===== src/rtl/pipe_stage_reg.sv =====
`default_nettype none
// ============================================================================
// Module      : pipe_stage_reg
// Description : Generic inter-stage pipeline register with a valid/ready
//               handshake, an optional 2-entry skid buffer (registered
//               o_ready), a synchronous bubble-inserting flush and
//               saturating stall/flush statistics counters.
// Revision    : 1.0 - initial release
// ============================================================================
module pipe_stage_reg #(
  parameter int unsigned       DATA_W    = 128,
  parameter logic [DATA_W-1:0] RESET_VAL = '0,
  parameter bit                SKID      = 1'b1,
  parameter int unsigned       CNT_W     = 16
) (
  input  logic              i_clk,
  input  logic              i_reset,
  input  logic              i_flush,
  input  logic              i_valid,
  output logic              o_ready,
  input  logic [DATA_W-1:0] i_data,
  output logic              o_valid,
  input  logic              i_ready,
  output logic [DATA_W-1:0] o_data,
  output logic [1:0]        o_occupancy,
  output logic [CNT_W-1:0]  o_stall_cnt,
  output logic [CNT_W-1:0]  o_flush_cnt
);

  localparam logic [CNT_W-1:0] c_CNT_INC = {{(CNT_W-1){1'b0}}, 1'b1};

  // --------------------------------------------------------------------------
  // Storage / handshake core
  // --------------------------------------------------------------------------
  generate
    if (SKID) begin : g_skid
      // Occupancy doubles as the state encoding so o_occupancy is the state.
      typedef enum logic [1:0] {
        ST_EMPTY = 2'd0,
        ST_BUSY  = 2'd1,
        ST_FULL  = 2'd2
      } state_t;

      state_t            r_state;
      state_t            w_state_nxt;
      logic [DATA_W-1:0] r_main;
      logic [DATA_W-1:0] r_skid;
      logic [DATA_W-1:0] w_main_nxt;
      logic [DATA_W-1:0] w_skid_nxt;
      logic              r_ready;
      logic              w_ready_nxt;
      logic              w_accept;
      logic              w_emit;

      // o_ready comes from a flop, so upstream never sees i_ready combinationally.
      assign w_accept = i_valid & r_ready;
      assign w_emit   = (r_state != ST_EMPTY) & i_ready;

      // State register.
      always_ff @(posedge i_clk or posedge i_reset) begin
        if (i_reset) begin
          r_state <= ST_EMPTY;
        end else begin
          r_state <= w_state_nxt;
        end
      end

      // Next-state and next-payload selection; flush forces an empty stage.
      always_comb begin
        w_state_nxt = r_state;
        w_main_nxt  = r_main;
        w_skid_nxt  = r_skid;
        if (i_flush) begin
          w_state_nxt = ST_EMPTY;
          w_main_nxt  = RESET_VAL;
          w_skid_nxt  = RESET_VAL;
        end else begin
          case (r_state)
            ST_EMPTY: begin
              if (w_accept) begin
                w_state_nxt = ST_BUSY;
                w_main_nxt  = i_data;
              end
            end
            ST_BUSY: begin
              if (w_accept && w_emit) begin
                w_main_nxt  = i_data;
              end else if (w_accept) begin
                w_state_nxt = ST_FULL;
                w_skid_nxt  = i_data;
              end else if (w_emit) begin
                w_state_nxt = ST_EMPTY;
                w_main_nxt  = RESET_VAL;
              end
            end
            ST_FULL: begin
              if (w_emit) begin
                w_state_nxt = ST_BUSY;
                w_main_nxt  = r_skid;
                w_skid_nxt  = RESET_VAL;
              end
            end
            default: begin
              w_state_nxt = ST_EMPTY;
              w_main_nxt  = RESET_VAL;
              w_skid_nxt  = RESET_VAL;
            end
          endcase
        end
        w_ready_nxt = (w_state_nxt != ST_FULL);
      end

      // Payload registers and registered ready.
      always_ff @(posedge i_clk or posedge i_reset) begin
        if (i_reset) begin
          r_main  <= RESET_VAL;
          r_skid  <= RESET_VAL;
          r_ready <= 1'b1;
        end else begin
          r_main  <= w_main_nxt;
          r_skid  <= w_skid_nxt;
          r_ready <= w_ready_nxt;
        end
      end

      // r_main is forced to RESET_VAL whenever the stage empties, so it can
      // drive o_data directly without leaking stale payload.
      assign o_valid     = (r_state != ST_EMPTY);
      assign o_data      = r_main;
      assign o_ready     = r_ready;
      assign o_occupancy = r_state;
    end else begin : g_single
      logic              r_valid;
      logic [DATA_W-1:0] r_data;
      logic              w_ready;
      logic              w_accept;
      logic              w_emit;

      // Combinational ready: free slot, or the held beat leaves this cycle.
      assign w_ready  = ~r_valid | i_ready;
      assign w_accept = i_valid & w_ready;
      assign w_emit   = r_valid & i_ready;

      // Single holding register; empties to RESET_VAL on emit or flush.
      always_ff @(posedge i_clk or posedge i_reset) begin
        if (i_reset) begin
          r_valid <= 1'b0;
          r_data  <= RESET_VAL;
        end else if (i_flush) begin
          r_valid <= 1'b0;
          r_data  <= RESET_VAL;
        end else if (w_accept) begin
          r_valid <= 1'b1;
          r_data  <= i_data;
        end else if (w_emit) begin
          r_valid <= 1'b0;
          r_data  <= RESET_VAL;
        end
      end

      assign o_valid     = r_valid;
      assign o_data      = r_data;
      assign o_ready     = w_ready;
      assign o_occupancy = {1'b0, r_valid};
    end
  endgenerate

  // --------------------------------------------------------------------------
  // Statistics
  // --------------------------------------------------------------------------
  logic             w_stall_evt;
  logic             w_flush_evt;
  logic [CNT_W-1:0] r_stall_cnt;
  logic [CNT_W-1:0] r_flush_cnt;

  assign w_stall_evt = o_valid & ~i_ready;
  assign w_flush_evt = i_flush & (o_occupancy != 2'd0);

  // Saturating counters; only reset clears them.
  always_ff @(posedge i_clk or posedge i_reset) begin
    if (i_reset) begin
      r_stall_cnt <= '0;
      r_flush_cnt <= '0;
    end else begin
      if (w_stall_evt && (r_stall_cnt != '1)) begin
        r_stall_cnt <= r_stall_cnt + c_CNT_INC;
      end
      if (w_flush_evt && (r_flush_cnt != '1)) begin
        r_flush_cnt <= r_flush_cnt + c_CNT_INC;
      end
    end
  end

  assign o_stall_cnt = r_stall_cnt;
  assign o_flush_cnt = r_flush_cnt;

endmodule
`default_nettype wire


===== config.mk =====
export PLATFORM = sky130hd
export DESIGN_NAME = pipe_stage_reg
export DESIGN_NICKNAME = d
export VERILOG_FILES = /design/src/rtl/pipe_stage_reg.sv
export SDC_FILE = /design/constraint.sdc
export NUM_CORES = 1
export LEC_CHECK = 0
export CAP_MARGIN = 40
export CORE_UTILIZATION = 54
export CTS_CLUSTER_SIZE = 28
export DETAILED_ROUTE_END_ITERATION = 10
export PLACE_DENSITY = 0.91
export SLEW_MARGIN = 25
export SYNTH_ARGS = -nofsm -noshare
export SYNTH_HDL_FRONTEND = slang
export SYNTH_SLANG_ARGS = --single-unit

===== constraint.sdc =====
create_clock -name i_clk -period 18.5 [get_ports i_clk]
set_clock_uncertainty 0.1 [all_clocks]
set_input_delay 3.7 -clock i_clk [delete_from_list [all_inputs] [get_ports i_clk]]
set_output_delay 3.7 -clock i_clk [all_outputs]
set_load 0.02 [all_outputs]

==> out/summary.log <==
[detailed_routing] initial drt markers 845
[placement] Routability Congestion 0.846
[worst_setup_path] category of the worst setup path launch point input pin
[clock_tree] number of gates given a new drive strength after cts 0
[logic_synthesis] count of cell types in the netlist 47
[detailed_routing] overall via count from detail_route 10.4k
[logic_synthesis] post-synth top area share 0.559
[clock_tree] H-tree levels 1
[logic_synthesis] main area contributors after synthesis sky130_fd_sc_hd__dfrtp_1 (56%), sky130_fd_sc_hd__mux2i_1 (9.9%), sky130_fd_sc_hd__o2bb2ai_1 (8.6%)
[logic_synthesis] count of flip-flops with a built-in enable after synthesis 0
[logic_synthesis] fraction of the mapped netlist area in compound gates 0.172
[placement] final HPWL from detailed placement 21.7 mm
[logic_synthesis] mux contribution to synthesized area 0.102
[timing] setup repair after global routing missed its margin no
[detailed_routing] Residual DRC 0
[floorplanning] I/O pins 297
[cells_and_area] end-of-flow core utilization 0.736
[cells_and_area] fraction of final layout cells sized beyond drive strength 1 0.0598
[worst_setup_path] type of the setup path with the least slack input pin to flop
[power] sw power 0.453 mW
[floorplanning] initial core utilization 0.551
[logic_synthesis] dominant register cell in the synthesized netlist sky130_fd_sc_hd__dfrtp_1
[power] portion of total power attributed to combinational logic 0.176
[worst_setup_path] number of cells on the worst reg-to-reg path 6
[logic_synthesis] nets in the synthesized netlist 1,296
[grt] Total GRT Usage 0.286
[timing] Rel. slew slack 0.292
[detailed_routing] wire per inst 20.1 µm
[min_path] class of the worst hold path flop to flop
[cells_and_area] Nets 1,551
[timing] setup TNS 0 ns
[logic_synthesis] average footprint of a synthesized cell 11.2 µm²
[clock_tree] Clock Tree Root sky130_fd_sc_hd__clkbuf_16
[run_status] status finished, final reports clean
[placement] buffers added on ports 296
[grt] antenna violations before repair 1
[worst_setup_path] Worst Path Arrival 6.61 ns
[clock_tree] CTS tree done
[grt] total congestion overflow 0
[timing] number of endpoints with negative hold slack in the final report 0
[power] Max IR drop VDD 64.0 µV
[cells_and_area] Area growth syn-to-layout 33.5%
[power] clock share of power 0.395
[run] Max-cap violations 0
[clock_tree] hold-fix buffer count after cts 0
[detailed_routing] detailed-route vias per instance 5.92
[timing] Final Setup Violations 0
[worst_setup_path] critical path capture point type flop
[timing] worst setup margin 12.22 ns
[floorplanning] die width 157 µm
[logic_synthesis] most instantiated cells after synthesis sky130_fd_sc_hd__dfrtp_1 (290), sky130_fd_sc_hd__nand2_1 (139), sky130_fd_sc_hd__inv_1 (132)
[power] internal power component 1.25 mW
[power] switching share of total power 0.267
[detailed_routing] ANT nets after route 0
[placement] pre-CTS WS 11.74 ns
[clock_tree] total number of clock tree sinks 291
[logic_synthesis] dominant combinational cell family by area after synthesis compound AO/OA/AOI/OAI gates
[clock_tree] CTS Buf Count 29
[worst_setup_path] maximum fanout along the worst path 71
[logic_synthesis] synthesis-stage register bit count 291
[cells_and_area] number of cells in the finished layout apart from fillers 1,758
[grt] maximum number of pins on one net before global-route repair 129
[timing] actual slew at the worst max-slew pin 1.06 ns
[detailed_routing] number of iterations in the first detailed-routing pass 5
[detailed_routing] total length of routed wires 35.3 mm
[logic_synthesis] sequential share of the synthesized area 0.561
[logic_synthesis] leading cell type by number of instances after synthesis sky130_fd_sc_hd__dfrtp_1
[clock_tree] latest clock arrival within the worst-skew pair 0.53 ns
[floorplanning] Die Footprint 24,700 µm²
[grt] wire length of the first global-routing pass 55.7 mm
[clock_tree] number of buffers added for setup after CTS 0
[power] leakage power figure 7.56 nW
[logic_synthesis] number of warning messages in the yosys log 0
[logic_synthesis] async set-or-reset flop fraction in the synthesized netlist 1.00
[worst_setup_path] Critical Path RT 18.83 ns
[timing] min Tclk post-route 6.28 ns
[timing] highest attainable clock frequency 159 MHz
[placement] total placed cells including tap cells 1,703
[clock_tree] CTS clock-pin slew for the worst setup and hold paths 0.06 ns
[power] Cell Pwr Density 98.1 nW/µm²
[power] sequential fraction of design power 0.428
[floorplanning] Die H 157 µm
[grt] vias in the first global route 10.6k
[timing] Final period util 0.339
[min_path] number of instances on the worst hold path 1
[logic_synthesis] Cell Area, Synth 13,000 µm²
[logic_synthesis] Post-Synthesis Cells 1,161
[logic_synthesis] cell type with the highest aggregate area in the netlist sky130_fd_sc_hd__dfrtp_1
[power] overall power after layout 1.70 mW
[timing] Pins Over Slew Limit 0
[floorplanning] core area 23,500 µm²
[logic_synthesis] xor and xnor area share after synthesis 0.0169
[floorplanning] number of standard-cell rows in the floorplan 56
[logic_synthesis] synthesized-area fraction occupied by adder cells 0.00193
[logic_synthesis] share of synthesized cell area in and, or, nand and nor gates 0.0774
[clock_tree] Clock Path Buffers 3
==> through the flow <==
stage / area (µm²) / hold slack [ns]
after detailed placement: 16200 / 0.373
after global routing: 17300 / 0.406
after floorplan: 13000 / 0.398
after CTS: 17300 / 0.393
final: 17300 / 0.390
after global placement: 16100 / 0.369
==> final cells by class <==
cell class / instances / area, µm²
sequential: 291 / 7280
fill: 1545 / 6210
multi-input combinational: 649 / 4860
timing repair buffer: 313 / 3180
clock buffer: 35 / 788
inverter: 132 / 503
tap: 319 / 399
clock inverter: 17 / 314
antenna: 2 / 5.00
==> critical path, cell delays in order <==
cell                              delay (ns)
sky130_fd_sc_hd__clkdlybuf4s50_1        0.68
sky130_fd_sc_hd__nor2_4                 0.71
sky130_fd_sc_hd__buf_4                  0.50
sky130_fd_sc_hd__buf_4                  0.75
sky130_fd_sc_hd__o2bb2ai_1              0.20
==> power by group through the flow <==
| stage | clock network, mW | logic, mW | registers (mW) |
|---|---|---|---|
| floorplan | 0 | 0.123 | 0.765 |
| global placement | 0 | 0.288 | 0.736 |
| detailed placement | 0 | 0.298 | 0.737 |
| CTS | 0.680 | 0.300 | 0.728 |
| global route | 0.707 | 0.321 | 0.733 |
| finish | 0.672 | 0.300 | 0.729 |
==> final timing paths <==
kind,slack (ns),to,startpoint
min in group asynchronous,3.49,o_data[50]$_DFFE_PP0P_,i_reset
setup / recovery,12.22,o_data[50]$_DFFE_PP0P_,i_flush
hold / removal,0.39,o_data[83]$_DFFE_PP0P_,o_data[83]$_DFFE_PP0P_
hold reg to reg,0.39,o_data[83]$_DFFE_PP0P_,o_data[83]$_DFFE_PP0P_
setup reg to reg,15.14,o_data[50]$_DFFE_PP0P_,o_occupancy[0]$_DFF_PP0_
max in group asynchronous,12.68,g_skid.r_skid[7]$_DFFE_PP0P_,i_reset
==> layer usage <==
| metal | global-route usage | vias up | routed length, µm |
|---|---|---|---|
| li1 | - | 4598 | - |
| met1 | 0.375 | 5263 | 14200 |
| met2 | 0.470 | 457 | 17300 |
| met3 | 0.0471 | 93 | 2480 |
| met4 | 0.124 | 0 | 1360 |
| met5 | 0 | - | 0 |
==> cell usage in the layout, fill, tap and decap left out, types with 4 or more instances in the layout <==
master,n
sky130_fd_sc_hd__bufinv_16,9
sky130_fd_sc_hd__buf_4,12
sky130_fd_sc_hd__mux2i_1,128
sky130_fd_sc_hd__nand4_1,12
sky130_fd_sc_hd__a21oi_1,4
sky130_fd_sc_hd__nor3_1,5
sky130_fd_sc_hd__nand3_1,16
sky130_fd_sc_hd__clkbuf_8,4
sky130_fd_sc_hd__a22oi_1,128
sky130_fd_sc_hd__nand2_1,139
sky130_fd_sc_hd__clkbuf_16,29
sky130_fd_sc_hd__dfrtp_1,290
sky130_fd_sc_hd__and3_1,5
sky130_fd_sc_hd__clkinv_2,7
sky130_fd_sc_hd__inv_1,131
sky130_fd_sc_hd__xnor2_1,14
sky130_fd_sc_hd__nor2_1,9
sky130_fd_sc_hd__xor2_1,11
sky130_fd_sc_hd__clkdlybuf4s50_1,296
sky130_fd_sc_hd__o2bb2ai_1,128
==> sequential cells by signal, indices dropped and copies added, names as in the netlist <==
name	count
o_flush_cnt	16
o_stall_cnt	16
g_skid.r_skid	128
o_ready	1
o_data	128
o_occupancy	2
==> kinds of logic after synthesis <==
kind of cell | count (synthesis)
flops | 291
compound gates | 278
buf+inv | 221
simple gates | 212
mux | 132
xor+xnor | 25
fa+ha+maj | 2
Note: power is estimated with default switching activity, not from simulation.
